**config.mk**
```make
export PLATFORM = sky130hd
export DESIGN_NAME = grf_wb_arbiter_flat
export DESIGN_NICKNAME = d
export VERILOG_FILES = /design/src/rtl/grf_wb_arbiter_if.sv /design/src/rtl/grf_wb_arbiter.sv /design/src/flat_wrapper.sv
export SDC_FILE = /design/constraint.sdc
export NUM_CORES = 1
export LEC_CHECK = 0
export ABC_AREA = 1
export CAP_MARGIN = 20
export CORE_AREA = 2 2 124 126
export CTS_BUF_LIST = sky130_fd_sc_hd__clkbuf_4
export DETAILED_ROUTE_END_ITERATION = 8
export DIE_AREA = 0 0 126 128
export PLACE_DENSITY = 0.74
export SETUP_SLACK_MARGIN = 0.05
export SYNTH_ARGS = -nofsm -noshare
export SYNTH_HDL_FRONTEND = slang
export SYNTH_SLANG_ARGS = --single-unit
```
**constraint.sdc**
```tcl
create_clock -name clk -period 2.79 [get_ports clk]
set_input_delay 0.4185 -clock clk [delete_from_list [all_inputs] [get_ports clk]]
set_output_delay 0.4185 -clock clk [all_outputs]
set_load 0.02 [all_outputs]
```
**src/rtl/grf_wb_arbiter_if.sv**
```systemverilog
// grf_wb_arbiter_if: write-back request bus, reservation port and
// register-file write port of the GRF write-back arbiter.
// Handshake: a request on source i transfers in a cycle where
// req_valid[i] and req_ready[i] are both high; the requester holds
// valid, rw, data and pc stable until that transfer, and req_ready[i]
// is never high while req_valid[i] is low.
interface grf_wb_arbiter_if;
    logic [2:0]  req_valid;
    logic [2:0]  req_ready;
    logic [14:0] req_rw;
    logic [95:0] req_data;
    logic [95:0] req_pc;
    logic        rsv_valid;
    logic [4:0]  rsv_rw;
    logic        rf_we;
    logic [4:0]  rf_rw;
    logic [31:0] rf_wd;
    logic [31:0] rf_pc;
    logic [31:0] busy;

    // Arbiter side.
    modport slave (
        input  req_valid, req_rw, req_data, req_pc, rsv_valid, rsv_rw,
        output req_ready, rf_we, rf_rw, rf_wd, rf_pc, busy
    );

    // Requester / environment side.
    modport master (
        output req_valid, req_rw, req_data, req_pc, rsv_valid, rsv_rw,
        input  req_ready, rf_we, rf_rw, rf_wd, rf_pc, busy
    );
endinterface

```
**src/rtl/grf_wb_arbiter.sv**
```systemverilog
// grf_wb_arbiter: arbitrates three write-back sources (0 ALU, 1 load,
// 2 mul/div) onto one register-file write port with a one-cycle
// registered path, and keeps a busy scoreboard of outstanding writes.
// Optional feature: define GRF_WB_RR_EN for round-robin arbitration;
// otherwise fixed priority load > ALU > mul/div.
module grf_wb_arbiter (
    input  logic              clk,
    input  logic              reset,
    grf_wb_arbiter_if.slave   wb
);

    logic [2:0]  grant;
    logic        xfer;
    logic [4:0]  sel_rw;
    logic [31:0] sel_data;
    logic [31:0] sel_pc;

    logic        rf_we_q,  rf_we_d;
    logic [4:0]  rf_rw_q,  rf_rw_d;
    logic [31:0] rf_wd_q,  rf_wd_d;
    logic [31:0] rf_pc_q,  rf_pc_d;
    logic [31:0] busy_q,   busy_d;

`ifdef GRF_WB_RR_EN
    logic [1:0]  ptr_q, ptr_d;

    // Round-robin grant: priority starts at ptr_q and rotates upward.
    always_comb begin
        grant = 3'b000;
        if (!reset) begin
            case (ptr_q)
                2'd1: begin
                    if      (wb.req_valid[1]) grant = 3'b010;
                    else if (wb.req_valid[2]) grant = 3'b100;
                    else if (wb.req_valid[0]) grant = 3'b001;
                end
                2'd2: begin
                    if      (wb.req_valid[2]) grant = 3'b100;
                    else if (wb.req_valid[0]) grant = 3'b001;
                    else if (wb.req_valid[1]) grant = 3'b010;
                end
                default: begin
                    if      (wb.req_valid[0]) grant = 3'b001;
                    else if (wb.req_valid[1]) grant = 3'b010;
                    else if (wb.req_valid[2]) grant = 3'b100;
                end
            endcase
        end
    end

    // Pointer moves to the source after the one just granted, only on a transfer.
    always_comb begin
        ptr_d = ptr_q;
        if      (grant[0]) ptr_d = 2'd1;
        else if (grant[1]) ptr_d = 2'd2;
        else if (grant[2]) ptr_d = 2'd0;
    end

    // Round-robin pointer register.
    always_ff @(posedge clk) begin
        if (reset) ptr_q <= 2'd0;
        else       ptr_q <= ptr_d;
    end
`else
    // Fixed-priority grant: load first, then ALU, then mul/div.
    always_comb begin
        grant = 3'b000;
        if (!reset) begin
            if      (wb.req_valid[1]) grant = 3'b010;
            else if (wb.req_valid[0]) grant = 3'b001;
            else if (wb.req_valid[2]) grant = 3'b100;
        end
    end
`endif

    assign xfer = |grant;

    // Select the granted source's register, data and PC.
    always_comb begin
        sel_rw   = wb.req_rw[4:0];
        sel_data = wb.req_data[31:0];
        sel_pc   = wb.req_pc[31:0];
        if (grant[1]) begin
            sel_rw   = wb.req_rw[9:5];
            sel_data = wb.req_data[63:32];
            sel_pc   = wb.req_pc[63:32];
        end else if (grant[2]) begin
            sel_rw   = wb.req_rw[14:10];
            sel_data = wb.req_data[95:64];
            sel_pc   = wb.req_pc[95:64];
        end
    end

    // Next write-port state: capture on transfer, suppress the enable for r0.
    always_comb begin
        rf_we_d = xfer && (sel_rw != 5'd0);
        rf_rw_d = rf_rw_q;
        rf_wd_d = rf_wd_q;
        rf_pc_d = rf_pc_q;
        if (xfer) begin
            rf_rw_d = sel_rw;
            rf_wd_d = sel_data;
            rf_pc_d = sel_pc;
        end
    end

    // Next scoreboard: clear on write, then set on reservation so set wins.
    always_comb begin
        busy_d = busy_q;
        if (rf_we_q) busy_d[rf_rw_q] = 1'b0;
        if (wb.rsv_valid && (wb.rsv_rw != 5'd0)) busy_d[wb.rsv_rw] = 1'b1;
        busy_d[0] = 1'b0;
    end

    // Write-port and scoreboard registers.
    always_ff @(posedge clk) begin
        if (reset) begin
            rf_we_q <= 1'b0;
            rf_rw_q <= 5'd0;
            rf_wd_q <= 32'd0;
            rf_pc_q <= 32'd0;
            busy_q  <= 32'd0;
        end else begin
            rf_we_q <= rf_we_d;
            rf_rw_q <= rf_rw_d;
            rf_wd_q <= rf_wd_d;
            rf_pc_q <= rf_pc_d;
            busy_q  <= busy_d;
        end
    end

    assign wb.req_ready = grant;
    assign wb.rf_we     = rf_we_q;
    assign wb.rf_rw     = rf_rw_q;
    assign wb.rf_wd     = rf_wd_q;
    assign wb.rf_pc     = rf_pc_q;
    assign wb.busy      = busy_q;

endmodule

```
**src/flat_wrapper.sv**
```systemverilog
// flat-port wrapper written by rule: the top's interface ports become plain ports
module grf_wb_arbiter_flat 
  (clk, reset, wb_req_valid, wb_req_rw, wb_req_data, wb_req_pc, wb_rsv_valid, wb_rsv_rw, wb_req_ready, wb_rf_we, wb_rf_rw, wb_rf_wd, wb_rf_pc, wb_busy);
  grf_wb_arbiter_if wb_i ();
  input  logic clk;
  input  logic reset;
  input wire logic [$bits(wb_i.req_valid)-1:0] wb_req_valid;
  input wire logic [$bits(wb_i.req_rw)-1:0] wb_req_rw;
  input wire logic [$bits(wb_i.req_data)-1:0] wb_req_data;
  input wire logic [$bits(wb_i.req_pc)-1:0] wb_req_pc;
  input wire logic [$bits(wb_i.rsv_valid)-1:0] wb_rsv_valid;
  input wire logic [$bits(wb_i.rsv_rw)-1:0] wb_rsv_rw;
  output wire logic [$bits(wb_i.req_ready)-1:0] wb_req_ready;
  output wire logic [$bits(wb_i.rf_we)-1:0] wb_rf_we;
  output wire logic [$bits(wb_i.rf_rw)-1:0] wb_rf_rw;
  output wire logic [$bits(wb_i.rf_wd)-1:0] wb_rf_wd;
  output wire logic [$bits(wb_i.rf_pc)-1:0] wb_rf_pc;
  output wire logic [$bits(wb_i.busy)-1:0] wb_busy;
  assign wb_i.req_valid = wb_req_valid;
  assign wb_i.req_rw = wb_req_rw;
  assign wb_i.req_data = wb_req_data;
  assign wb_i.req_pc = wb_req_pc;
  assign wb_i.rsv_valid = wb_rsv_valid;
  assign wb_i.rsv_rw = wb_rsv_rw;
  assign wb_req_ready = wb_i.req_ready;
  assign wb_rf_we = wb_i.rf_we;
  assign wb_rf_rw = wb_i.rf_rw;
  assign wb_rf_wd = wb_i.rf_wd;
  assign wb_rf_pc = wb_i.rf_pc;
  assign wb_busy = wb_i.busy;
  grf_wb_arbiter u_core (.clk(clk), .reset(reset), .wb(wb_i));
endmodule
```
==> metrics, run 1 <==
status=finished clean; Seq cells post-synth=101; root buf cell=clkbuf_4; first-pass GRT wire length=31,500 um; VDD IR-drop max=212 uV; final wirelength=20,500 um; syn_nets=roughly 900; yosys warns=0; Die W=126 um; Via density=5.26; Final Hold Fails=0; Synth area leader=dfxtp_1; Pleak=3.01 nW; share of layout cells above drive strength 1=0.0891; post-route setup TNS=0 ns; synth cell count leaders=225 x a21oi_1, 101 x dfxtp_1, 67 x o211ai_1, 50 x or2_2, 49 x nand2_1; initial antenna violation count=0; clk buf depth=2; Resized cells post-CTS=0; most frequent cell after synthesis=a21oi_1; die height=128 um; Max Slew Vio Count=0; relative slew slack=0.476; CP Capture Type=primary output; CTS Sinks=~100; Avg WL per Cell=18.0 um; core area=around 15,000 um^2; CTS tree=done; residual DRC count=0; Reg clk slew, reported paths=roughly 0.15 ns; Post-CTS Hold Fix Bufs=0; H-tree levels=3; CP Launch Type=input port; largest net degree at the start of global routing=between 70 and 80; post-synthesis sequential area ratio=0.403; GPL Wtd Cong=0.851; required time of the critical path=approximately 2.4 ns; Synth top area share=0.403; worst hold path type=flop to flop; Global Route Usage Sum=0.247; Setup CP Type=input port to primary output; first drt pass iteration count=5; top post-synthesis cells by area=dfxtp_1 40%, a21oi_1 22%, o211ai_1 10%; Final Skew=0.0118 ns; Area Overhead vs Synth=68.5%; max-cap violations=0; Period Utilization, post-route=0.872; syn avg cell area=7.58 um^2; I/O Buffers=about 320; Final Setup Violations=0; number of flops mapped to enable cells by yosys=0; fin crit period=2.43 ns; HPWL after DPL=approximately 14,000 um; setup bufs post-CTS=0; Die ar.=approximately 16,000 um^2; non-filler cells in the finished layout=1,142; io pins=323; Synth Cell Area=5010 um^2; post-route ant nets=0; Syn Inst Count=between 600 and 700; total gr overflow=0; Total Nets Final=1,167; post-synthesis async set-or-reset flop share=0; Initial Utilization=0.337; vias in the first global route=5,621; RSZ-0062 raised after global routing=no; Worst Tran Pin Value=around 0.8 ns; CP Max Fanout=6; top_reg_cell synth=dfxtp_1; via count=6,002; Inserted Diodes=0; DRT iter0 DRCs=372; worst path arrival time=2.02 ns; clock latency on the worst-skew pair=0.48 ns; placed insts=1,126; Power Density=420 nW/um^2; FMAX=411 MHz; Rows=45; count of cell types in the netlist=23; CTS Buf Count=9
## path summary, 6_finish.rpt
path                                                      start  cells after the start  slack (ns)                       endpoint
worst max register to register  u_core.wb.rf_rw[0]$_SDFFE_PP0P_                      3        1.57  u_core.wb.busy[29]$_SDFF_PP0_
worst min-delay path               u_core.wb.busy[8]$_SDFF_PP0_                      2        0.49   u_core.wb.busy[8]$_SDFF_PP0_
worst min register to register     u_core.wb.busy[8]$_SDFF_PP0_                      2        0.49   u_core.wb.busy[8]$_SDFF_PP0_
worst max-delay path                                      reset                      5        0.36                wb_req_ready[2]
## area by class of cell
| cell class | count | area [um^2] |
|---|---|---|
| clock buffers | 9 | 67.6 |
| clock inverters | 7 | 56.3 |
| fillers | 1428 | 6420 |
| inverters | 21 | 78.8 |
| multi-input cells | 484 | 2650 |
| flip-flops and latches | 101 | 2020 |
| well taps | 188 | 235 |
| repair buffers | 332 | 3330 |
## worst max-delay path: stages
cell and delay, ns:
clkdlybuf4s50_1 0.63, nor2_8 0.23, nand2_2 0.07, inv_2 0.06, clkdlybuf4s50_1 0.61
## sequential cells by signal, summed over array words and instances (netlist names)
| name | cells |
|---|---|
| u_core.wb.busy | 31 |
| u_core.wb.rf_pc | 32 |
| u_core.wb.rf_rw | 5 |
| u_core.wb.rf_wd | 32 |
| u_core.wb.rf_we | 1 |
## cells in the final DEF (no fill, tap or decap), types with 2 or more instances in the layout
cell type        netlist  layout
o21ai_0               31      31
nor3_1                11      11
o211ai_1              67      67
clkdlybuf4s50_1        0     321
o21ai_1                2       2
or2_2                 50      50
clkbuf_4               0       9
inv_2                  5       5
a21oi_1              225     225
buf_12                 0       3
nand2_1               49      48
dfxtp_1              101     101
clkinv_1               0       3
nand3_1               23      23
inv_1                 16      16
nand2_2                1       2
or2_1                 17      17
buf_4                  3       8
clkinv_2               0       3
nor2_1                 3       3
## logic make-up (layout without fill, tap and decap cells)
group                  count (synthesis)  after routing  synth area share
AO/OA/AOI/OAI                        326            326             0.361
AND/OR/NAND/NOR                      157            157             0.166
flip-flops                           101            101             0.403
buffers and inverters                 76            369            0.0684
other                                  1              1          0.000748
## power by group
group / total, mW / internal [mW] / switching, mW
Sequential: 1.64 / 1.57 / 0.0701
Combinational: 1.15 / 0.613 / 0.540
Clock: 0.759 / 0.261 / 0.498
## routing by layer
| layer | vias to the layer above | global-route usage | wire, um |
|---|---|---|---|
| li1 | 2940 | - | - |
| met1 | 2724 | 0.306 | 8200 |
| met2 | 288 | 0.416 | 10100 |
| met3 | 50 | 0.0614 | 1530 |
| met4 | 0 | 0.0944 | 674 |
| met5 | - | 0 | 0 |
## through the flow
step / hold WS, ns / utilization / cell area, um^2 / worst slack (ns) / power, mW
CTS: 0.485 / 0.568 / 8440 / 0.343 / 3.57
detailed placement: 0.465 / 0.560 / 8320 / 0.347 / 2.82
finish: 0.486 / 0.568 / 8440 / 0.357 / 3.55
global placement: 0.457 / 0.560 / 8320 / 0.342 / 2.81
floorplan: 0.549 / - / 5010 / 1.12 / 2.15
global route: 0.508 / 0.568 / 8440 / 0.291 / 3.72
(Power assumes the default switching activity.)
==> run 2, diff against run 1 <==
--- a/config.mk
+++ b/config.mk
@@ -9,9 +9,10 @@
 export CAP_MARGIN = 20
 export CORE_AREA = 2 2 124 126
 export CTS_BUF_LIST = sky130_fd_sc_hd__clkbuf_4
+export CTS_CLUSTER_SIZE = 28
 export DETAILED_ROUTE_END_ITERATION = 8
 export DIE_AREA = 0 0 126 128
-export PLACE_DENSITY = 0.74
+export PLACE_DENSITY = 0.76
 export SETUP_SLACK_MARGIN = 0.05
 export SYNTH_ARGS = -nofsm -noshare
 export SYNTH_HDL_FRONTEND = slang
==> metrics, run 2 (synthesis results as in run 1) <==
VDD IR-drop max=242 uV; worst path buffer plus inverter count=3; CTS tree=done; max-cap violations=0; Worst Tran Pin Value=0.760 ns; RR Startpoint=u_core.wb.rf_rw[0]$_SDFFE_PP0P_; post-route ant nets=0; R2R Setup Slk=1.53 ns; worst path arrival time=between 2 and 2.5 ns; I/O Buffers=roughly 320; Die W=126 um; final wirelength=20,200 um; Setup crit end=wb_req_ready[0]; via count=6,006; post-route setup TNS=0 ns; critical path depth in cells=5; post-place setup slack=between 0.3 and 0.4 ns; setup bufs post-CTS=0; CP Max Fanout=4; CTS Buf Count=9; HPWL after DPL=14,500 um; largest net degree at the start of global routing=between 70 and 80; Total Nets Final=1,169; H-tree levels=3; Initial Utilization=0.337; Via density=~5.3; Post-CTS Hold Fix Bufs=0; Avg WL per Cell=17.6 um; clk buf depth=2; clock latency on the worst-skew pair=0.46 ns; initial antenna violation count=1; placed insts=1,128; commonest non-fill, non-tap cell in the layout=clkdlybuf4s50_1; root buf cell=clkbuf_4; Period Utilization, post-route=0.876; total gr overflow=0; Final Skew=about 0.0063 ns; Final Hold Fails=0; vias in the first global route=5,745; hold slack=between 0.4 and 0.5 ns; io pins=323; DRT iter0 DRCs=~530; final worst-path setup slack=0.347 ns; first drt pass iteration count=5; Setup CP Type=input port to primary output; CP Capture Type=primary output; status=finished clean; share of layout cells above drive strength 1=0.0911; most frequent cells in the layout=321 x clkdlybuf4s50_1, 225 x a21oi_1, 101 x dfxtp_1, 67 x o211ai_1, 50 x or2_2; crit path from=reset; die height=~130 um; CP top delay family=buffers and inverters; Reg clk slew, reported paths=0.15 ns; relative slew slack=0.494; Resized cells post-CTS=0; Critical Path Most Common Cell=clkdlybuf4s50_1; Power Density=about 420 nW/um^2; R2R depth=3; residual DRC count=0; Die ar.=16,100 um^2; non-filler cells in the finished layout=1,144; Area Overhead vs Synth=68.9%; CTS Sinks=101; reg-to-reg endpoint=u_core.wb.busy[17]$_SDFF_PP0_; Max Slew Vio Count=0; core area=approximately 15,000 um^2; fin util=0.569; RSZ-0062 raised after global routing=no; required time of the critical path=2.37 ns; Final Setup Violations=0; GPL Wtd Cong=0.865; CP max-delay cell=clkdlybuf4s50_1; worst hold path type=flop to flop; FMAX=409 MHz; CP Launch Type=input port; first-pass GRT wire length=roughly 31,000 um; Rows=45; fin crit period=2.44 ns; critical-path cell list=clkdlybuf4s50_1 -> inv_2 -> nand2_1 -> nor2_1 -> clkdlybuf4s50_1; Pleak=approximately 3 nW; CP peak stage delay=about 0.62 ns; Global Route Usage Sum=0.241; Hold Crit Start=u_core.wb.busy[21]$_SDFF_PP0_
run 2: cell types whose count changed in the layout (fill, tap and decap cells not counted), sizes merged:
cell      before  now
clkbuf         9   10
diode          0    1
clkinv         6    2
buf           11   13
clkinvlp       0    2
run 2: layout make-up:
class / instances / area (um^2)
Clock buffer: 10 / 75.1
Timing Repair Buffer: 334 / 3350
Multi-Input combinational cell: 484 / 2650
Sequential cell: 101 / 2020
Fill cell: 1400 / 6400
Antenna cell: 1 / 2.50
Clock inverter: 5 / 52.6
Inverter: 21 / 78.8
Tap cell: 188 / 235
run 2: worst min path at each step:
stage	endpoint	cells after the start
after floorplan	u_core.wb.busy[11]$_SDFF_PP0_	2
after global placement	u_core.wb.busy[18]$_SDFF_PP0_	2
after detailed placement	u_core.wb.busy[12]$_SDFF_PP0_	2
after CTS	u_core.wb.busy[12]$_SDFF_PP0_	2
after global routing	u_core.wb.busy[14]$_SDFF_PP0_	2
final	u_core.wb.busy[21]$_SDFF_PP0_	2
run 2: worst reg2reg max path: stages (launching register included):
cell,delay (ns)
dfxtp_1,0.45
nand3_1,0.33
o21ai_0,0.29
a21oi_1,0.08
run 2: metal layers:
metal  routed length, um  vias to the layer above  track usage
li1                    -                     2934            -
met1                7780                     2742        0.290
met2               10100                      291        0.418
met3                1710                       39       0.0593
met4                 544                        0       0.0866
met5                   0                        -            0
run 2: where the power goes:
group	leakage [nW]	switching [mW]	internal [mW]
combinational	2.10	0.536	0.616
clock	0.0636	0.501	0.274
sequential	0.840	0.0708	1.57
total	3.01	1.11	2.46
run 2: stage by stage:
| stage | cell area, um^2 | power [mW] |
|---|---|---|
| after floorplan | 5010 | 2.15 |
| after global placement | 8330 | 2.81 |
| after detailed placement | 8330 | 2.82 |
| after CTS | 8460 | 3.59 |
| after global routing | 8460 | 3.73 |
| final | 8460 | 3.56 |
==> run 3, diff against run 2 <==
--- a/config.mk
+++ b/config.mk
@@ -12,8 +12,9 @@
 export CTS_CLUSTER_SIZE = 28
 export DETAILED_ROUTE_END_ITERATION = 8
 export DIE_AREA = 0 0 126 128
-export PLACE_DENSITY = 0.76
+export DONT_BUFFER_PORTS = 1
 export SETUP_SLACK_MARGIN = 0.05
+export SLEW_MARGIN = 0
 export SYNTH_ARGS = -nofsm -noshare
 export SYNTH_HDL_FRONTEND = slang
 export SYNTH_SLANG_ARGS = --single-unit
==> metrics, run 3 (synthesis results as in run 1) <==
status=finished clean; VDD IR-drop max=194 uV; FMAX=about 540 MHz; Rows=45; vias in the first global route=4,904; Period Utilization, post-route=0.665; max-cap violations=0; first drt pass iteration count=5; R2R depth=3; fin crit period=1.86 ns; residual DRC count=0; Max Slew Vio Count=0; Inserted Diodes=0; initial antenna violation count=0; fin util=0.354; non-filler cells in the finished layout=821; worst path arrival time=1.44 ns; clock latency on the worst-skew pair=0.47 ns; hold path depth=3; Reg clk slew, reported paths=0.16 ns; HPWL after DPL=12,700 um; required time of the critical path=2.37 ns; via count=4,920; Resized cells post-CTS=0; total power=roughly 3.1 mW; Setup CP Type=input port to primary output; root buf cell=clkbuf_4; Die W=126 um; Global Route Usage Sum=0.209; setup bufs post-CTS=0; relative slew slack=0.240; first-pass GRT wire length=approximately 27,000 um; R2R Setup Slk=1.29 ns; Final Hold Fails=0; Fill cells=approximately 1,600; most frequent cells in the layout=225 x a21oi_1, 101 x dfxtp_1, 67 x o211ai_1, 50 x or2_2, 48 x nand2_1; Pleak=1.78 nW; Worst Tran Pin Value=between 1 and 1.5 ns; Initial Utilization=0.337; DRT iter0 DRCs=271; Final Skew=about 0.010 ns; reg-to-reg endpoint=u_core.wb.busy[21]$_SDFF_PP0_; RR Startpoint=u_core.wb.rf_rw[0]$_SDFFE_PP0P_; placed insts=804; clk buf depth=2; worst hold path type=input port to flop; CTS tree=done; share of layout cells above drive strength 1=0.137; Hold Crit Start=reset; post-place setup slack=0.643 ns; CP Max Fanout=26; GPL Wtd Cong=0.838; Power Density=597 nW/um^2; largest net degree at the start of global routing=75; H-tree levels=3; I/O Buffers=0; die height=128 um; core area=14,900 um^2; Avg WL per Cell=21.5 um; Total Nets Final=846; Final Setup Violations=0; Area Overhead vs Synth=4.94%; CP Launch Type=input port; commonest non-fill, non-tap cell in the layout=a21oi_1; Post-CTS Hold Fix Bufs=1; post-route setup TNS=0 ns; io pins=323; final wirelength=approximately 18,000 um; Via density=5.99; RSZ-0062 raised after global routing=no; Die ar.=about 16,000 um^2; CTS Buf Count=9; CTS Sinks=101; final worst-path setup slack=0.935 ns; total gr overflow=0; CP Capture Type=primary output; post-route ant nets=0; Hold EP=u_core.wb.rf_rw[2]$_SDFFE_PP0P_
-- run 3: cell types whose count changed in the layout (fill, tap and decap cells not counted), sizes merged --
| cell | change |
|---|---|
| diode | -1 |
| clkdlybuf4s50 | -321 |
| inv | +3 |
| clkinvlp | -2 |
| buf | -3 |
| dlygate4sd3 | +1 |
| clkbuf | -1 |
| bufinv | +1 |
-- run 3: final cells by class --
type	count	area (um^2)	share of cell area
timing repair buffer	11	110	0.0209
clock inverter	7	96.3	0.0183
clock buffer	9	67.6	0.0128
multi-input combinational	484	2650	0.504
tap	188	235	0.0447
sequential	101	2020	0.384
inverter	21	78.8	0.0150
-- run 3: routing by layer --
layer | up-vias | global-route usage | part of all wire
met4 | 0 | 0.0911 | 0.032
li1 | 2289 | - | -
met3 | 41 | 0.0634 | 0.099
met2 | 291 | 0.364 | 0.50
met1 | 2299 | 0.237 | 0.37
met5 | - | 0 | 0
-- run 3: how the worst max path moves through the flow --
stage,startpoint,to
final,wb_req_valid[0],wb_req_ready[2]
after global routing,wb_req_valid[0],wb_req_ready[2]
after CTS,wb_req_valid[0],wb_req_ready[2]
after detailed placement,wb_req_valid[0],u_core.wb.rf_pc[20]$_SDFFE_PP0P_
after global placement,wb_req_valid[0],u_core.wb.rf_wd[3]$_SDFFE_PP0P_
after floorplan,reset,wb_req_ready[0]
-- run 3: per-stage QoR --
stage,hold slack (ns),cell area (um^2)
3_3_place_gp,0.492,5080
4_1_cts,0.0135,5260
2_1_floorplan,0.549,5010
5_1_grt,0.0629,5260
6_report,0.0785,5260
3_5_place_dp,0.495,5080
-- run 3: critical path: stages --
cell and delay (ns):
nor2_4 0.20, nand2_2 0.30, inv_2 0.51
-- run 3: where the power goes --
group          internal [mW]  switching (mW)  total, mW
clock                  0.371           0.524      0.894
combinational          0.154           0.262      0.416
sequential              1.57           0.262       1.83
